**config.mk**
```make
export PLATFORM = sky130hd
export DESIGN_NAME = bp_resolver
export DESIGN_NICKNAME = d
export VERILOG_FILES = /design/src/rtl/bp_resolver_pkg.sv /design/src/rtl/bp_pred_fifo.sv /design/src/rtl/bp_resolver.sv
export SDC_FILE = /design/constraint.sdc
export NUM_CORES = 1
export LEC_CHECK = 0
export BUFFER_PORTS_ARGS = -buffer_cell sky130_fd_sc_hd__buf_2
export CAP_MARGIN = 10
export CORE_MARGIN = 3
export CORE_UTILIZATION = 58
export CTS_CLUSTER_DIAMETER = 30
export CTS_CLUSTER_SIZE = 25
export DETAILED_ROUTE_END_ITERATION = 7
export PLACE_DENSITY = 0.81
export SLEW_MARGIN = 0
export SYNTH_ARGS = -nofsm -noshare
export SYNTH_HDL_FRONTEND = slang
export SYNTH_SLANG_ARGS = --single-unit
```
**constraint.sdc**
```tcl
create_clock -name clk -period 5.38 [get_ports clk]
set_clock_uncertainty 0.15 [all_clocks]
set_input_delay 1.614 -clock clk [delete_from_list [all_inputs] [get_ports clk]]
set_output_delay 1.614 -clock clk [all_outputs]
set_load 0.02 [all_outputs]
```
**src/rtl/bp_resolver_pkg.sv**
```systemverilog
// rtl/bp_resolver_pkg.sv - shared defaults and sizing helpers for the branch resolver
package bp_resolver_pkg;

  localparam int BP_DEPTH = 4;
  localparam int BP_CW    = 16;
  localparam int BP_PTR_W = $clog2(BP_DEPTH);
  localparam logic [BP_CW-1:0] BP_SAT_MAX = {BP_CW{1'b1}};

  // Pointer width for a given depth; depth 1 still needs a 1-bit pointer.
  function automatic int ptr_w(input int depth);
    return (depth <= 1) ? 1 : $clog2(depth);
  endfunction

endpackage

```
**src/rtl/bp_pred_fifo.sv**
```systemverilog
// rtl/bp_pred_fifo.sv - 1-bit DEPTH-entry synchronous FIFO of outstanding predictions
module bp_pred_fifo
  import bp_resolver_pkg::*;
#(
  parameter int DEPTH = BP_DEPTH,
  localparam int PW   = ptr_w(DEPTH)
) (
  input  logic        clk,
  input  logic        reset,
  input  logic        push,
  input  logic        push_data,
  input  logic        pop,
  output logic        pop_data,
  output logic [PW:0] count,
  output logic        full,
  output logic        empty
);

  logic [DEPTH-1:0] mem;
  logic [PW-1:0]    wr_ptr;
  logic [PW-1:0]    rd_ptr;

  // Pointers wrap naturally because DEPTH is a power of two.
  always_ff @(posedge clk) begin
    if (reset) begin
      mem    <= '0;
      wr_ptr <= '0;
      rd_ptr <= '0;
      count  <= '0;
    end else begin
      if (push) begin
        mem[wr_ptr] <= push_data;
        wr_ptr      <= wr_ptr + 1'b1;
      end
      if (pop) begin
        rd_ptr <= rd_ptr + 1'b1;
      end
      case ({push, pop})
        2'b10:   count <= count + 1'b1;
        2'b01:   count <= count - 1'b1;
        default: count <= count;
      endcase
    end
  end

  assign pop_data = mem[rd_ptr];
  assign full     = (count == (PW+1)'(DEPTH));
  assign empty    = (count == '0);

endmodule

```
**src/rtl/bp_resolver.sv**
```systemverilog
// rtl/bp_resolver.sv - pairs resolved outcomes with queued predictions, drives predictor update
module bp_resolver
  import bp_resolver_pkg::*;
#(
  parameter int DEPTH = BP_DEPTH,
  parameter int CW    = BP_CW
) (
  input  logic                   clk,
  input  logic                   reset,
  input  logic                   pred_valid,
  input  logic                   pred_taken,
  input  logic                   res_valid,
  input  logic                   res_taken,
  output logic                   upd_branch,
  output logic                   upd_taken,
  output logic                   mispredict,
  output logic                   full,
  output logic                   empty,
  output logic [$clog2(DEPTH):0] count,
  output logic [CW-1:0]          hit_count,
  output logic [CW-1:0]          miss_count,
  output logic                   err
);

  localparam logic [CW-1:0] SAT = {CW{1'b1}};

  logic pop_ok;
  logic push_ok;
  logic stored_pred;
  logic miss;

  // No bypass: a resolve against an empty queue is rejected even if a push lands this cycle.
  assign pop_ok  = res_valid && !empty;
  assign push_ok = pred_valid && (!full || pop_ok);
  assign miss    = (stored_pred != res_taken);

  bp_pred_fifo #(.DEPTH(DEPTH)) u_fifo (
    .clk       (clk),
    .reset     (reset),
    .push      (push_ok),
    .push_data (pred_taken),
    .pop       (pop_ok),
    .pop_data  (stored_pred),
    .count     (count),
    .full      (full),
    .empty     (empty)
  );

  always_ff @(posedge clk) begin
    if (reset) begin
      upd_branch <= 1'b0;
      upd_taken  <= 1'b0;
      mispredict <= 1'b0;
      hit_count  <= '0;
      miss_count <= '0;
      err        <= 1'b0;
    end else begin
      upd_branch <= pop_ok;
      upd_taken  <= pop_ok && res_taken;
      mispredict <= pop_ok && miss;
      if (pop_ok && !miss && hit_count != SAT) begin
        hit_count <= hit_count + 1'b1;
      end
      if (pop_ok && miss && miss_count != SAT) begin
        miss_count <= miss_count + 1'b1;
      end
      if ((pred_valid && full && !pop_ok) || (res_valid && empty)) begin
        err <= 1'b1;
      end
    end
  end

endmodule

```
==> impl_metrics.toml <==
[logic_synthesis]
yosys-top-cells-area = "dfxtp_1 41%, xnor2_1 9.8%, nor2_1 6.3%"
synth-edff-count = 0
seq_area_frac_synth_pct = 40.6
syn_area_um2 = 2320
syn_inst = 271
synth_top_cell_area_share_pct = 40.6
synthArstFlopShare_pct = 0
synth_fp_nets = 284
synth_compound_area_share_pct = 6.05
synth_seq_cells = 47
synthXorXnorAreaFrac_pct = 13.2
synth_ff_type = "dfxtp_1"
yosys_warnings = 0
synthAdderAreaFrac_pct = 4.10
yosysTopAreaCell = "dfxtp_1"
syn_area_per_cell_um2 = 8.55
yosys.area_share.simple_pct = 29.9
synth_cell_types = 39
synth_mux_area_share_pct = 2.32
synth_top_family_by_area = "simple AND/OR/NAND/NOR gates"

[power]
p_leak_nw = 1.04
p_per_area_nw_per_um2 = 330
p_switching_uw = 292
peakVddDrop_mv = 0.249
switching_share_pct = 33.1
power_frac_comb_pct = 24.8
p_int_uw = 590
seqPwrFrac_pct = 46.5
p_clk_share_pct = 28.7

[timing]
slew_headroom_pct = 36.1
period_needed_ns = 3.36
min_period_over_period_pct = 62.5
worst_pin_slew_ns = 0.951
timing.hold.ws_ns = 0.314
fmax_ghz = 0.298
hold_viol_final = 0
setup_tns_ns = 0
maxSlewViolCount = 0
setup_viol = 0
rsz0062_at_grt = "false"

[critical_path]
startpoint_type = "input port"
arrival_ns = 3.45
cp_cell_sequence = "buf_2 -> o31a_1 -> nand2b_1 -> fa_1 -> nand2b_1 -> or3_1 -> a31oi_1"
max_stage_delay_ns = 0.47
crit_slowest_cell = "o31a_1"
path_common_cell = "nand2b_1"
critPathMaxFanout = 13
path_class = "in2reg"
cp_data_required_time_ns = 5.47
crit_path_end_kind = "register"

[cts]
cts_root_buf = "clkbuf_8"
clock_latency_ns = 0.31
clkSlewWorstSetupHoldPaths_ns = 0.09
numCtsBuffers = 5
htreeDepth = 2
clockBufferDepth = 2
cts_setup_buffers = 0
tritoncts = "done"
hold_buffers = 0
clock-sinks = 47
cts.repair.resized = 0

[routing]
antenna_left = 0
post_drt_wl_per_cell_um = 13.5
first_pass_iters = 4
drt_iter0_drc = 127
vias_per_cell = 5.68
route.vias.total = 2049
drt-total-wl_mm = 4.87
drcViolationCount = 0

[run_status]
status = "finished clean"

[global_routing]
track_usage_pct = 21.1
grt_max_degree = 48
antenna_found_initial = 0
grt_pass1_vias = 1837
grt-ovfl-total = 0
grt_pass1_wl_mm = 8.42

[placed_design]
gp_congestion = 0.806
dpl.cell_count = 354
placed_area_um2 = 2560
port_buffers = 46
hpwl_mm = 3.39

[floorplanning]
io_pins = 47
initial_core_util_pct = 61.9
core_area_um2 = 3740
dieWidth_um = 69.2
rows = 22
die_h_um = 69.2
die_area_um2 = 4790

[layout]
final_cell_mix = "47 x dfxtp_1, 46 x buf_2, 39 x nor2_1"
diodes = 0
final_cells = 361
fin_area_um2 = 2670
fill_cells = 318
finalNetCount = 326
multi_input_area_um2 = 1290
layout-drive-gt1-share_pct = 18.8
final_common_cell = "dfxtp_1"
regArea_um2 = 941
area_growth_pct = 15.2

[worst_hold_path]
hp-class = "reg2reg"

[flow_run]
maxCapViolCount = 0
==> cell type report <==
class	instances	area share, %
multi-input cells	203	48.2
flip-flops and latches	47	35.2
repair buffers	48	9.18
clock buffers	5	2.58
well taps	48	2.25
clock inverters	2	1.41
inverters	8	1.12
==> layer usage <==
| metal | vias to the layer above | wire, µm | global-route usage [%] |
|---|---|---|---|
| met3 | 9 | 251 | 4.78 |
| li1 | 1033 | - | - |
| met5 | - | 0 | 0 |
| met2 | 45 | 2380 | 35.6 |
| met4 | 0 | 63 | 6.72 |
| met1 | 962 | 2180 | 26.6 |
==> critical path, delay by kind of cell <==
family / cells / cell delay (ns)
adder cells (fa/ha/maj): 1 / 0.40
AO/OA/AOI/OAI: 2 / 0.62
buffers and inverters: 1 / 0.15
AND/OR/NAND/NOR: 3 / 0.66
==> synth_stat cells, types with 2 or more instances <==
library cell / n
nor4_1: 14
or3_1: 4
xnor2_1: 26
o211ai_1: 2
nor3_1: 9
xor2_1: 7
nand2b_1: 3
ha_1: 6
inv_1: 8
buf_2: 2
dfxtp_1: 47
o21ai_0: 5
clkbuf_1: 10
a211oi_1: 2
and4_1: 4
a21oi_1: 8
nand2_1: 18
nor4b_1: 2
nand3_1: 15
and3_1: 6
mux2i_1: 2
nand4_1: 14
nor3b_1: 2
and2_1: 2
nor2_1: 39
==> sequential cells by signal, summed over array words and instances (netlist names) <==
signal	count
hit_count	16
miss_count	16
u_fifo.mem	4
u_fifo.count	3
u_fifo.rd_ptr	2
u_fifo.wr_ptr	2
err	1
mispredict	1
upd_branch	1
upd_taken	1
==> metrics by stage <==
step                setup WS, ns  utilization, %  power [mW]
finish                      2.02            71.3       0.882
detailed placement          1.67            68.5       0.637
floorplan                   2.04               -       0.582
CTS                         2.00            71.3       0.887
global route                1.84            71.3       0.929
global placement            1.78            68.5       0.631
==> logic make-up (layout without fill, tap and decap cells) <==
family | Yosys count | count (layout)
flops | 47 | 47
compound gates | 23 | 23
buf+inv | 21 | 63
mux | 4 | 4
xor+xnor | 34 | 34
fa+ha+maj | 7 | 7
simple gates | 135 | 135
==> worst paths after layout <==
path,from,endpoint,slack [ns],cells past startpoint
hold / removal,u_fifo.mem[3]$_SDFFE_PP0P_,u_fifo.mem[3]$_SDFFE_PP0P_,0.31,2
hold reg to reg,u_fifo.mem[3]$_SDFFE_PP0P_,u_fifo.mem[3]$_SDFFE_PP0P_,0.31,2
setup / recovery,res_valid,u_fifo.count[2]$_SDFFE_PP0P_,2.02,7
setup reg to reg,u_fifo.rd_ptr[1]$_SDFFE_PP0N_,hit_count[15]$_SDFFE_PP0P_,2.82,5
==> power groups by stage <==
stage	registers, mW	clock network [mW]	logic, mW
6_report	0.410	0.253	0.218
5_1_grt	0.416	0.270	0.243
4_1_cts	0.409	0.256	0.222
3_5_place_dp	0.417	0	0.220
3_3_place_gp	0.418	0	0.214
2_1_floorplan	0.431	0	0.151
Power figures use the tool's default switching activity.
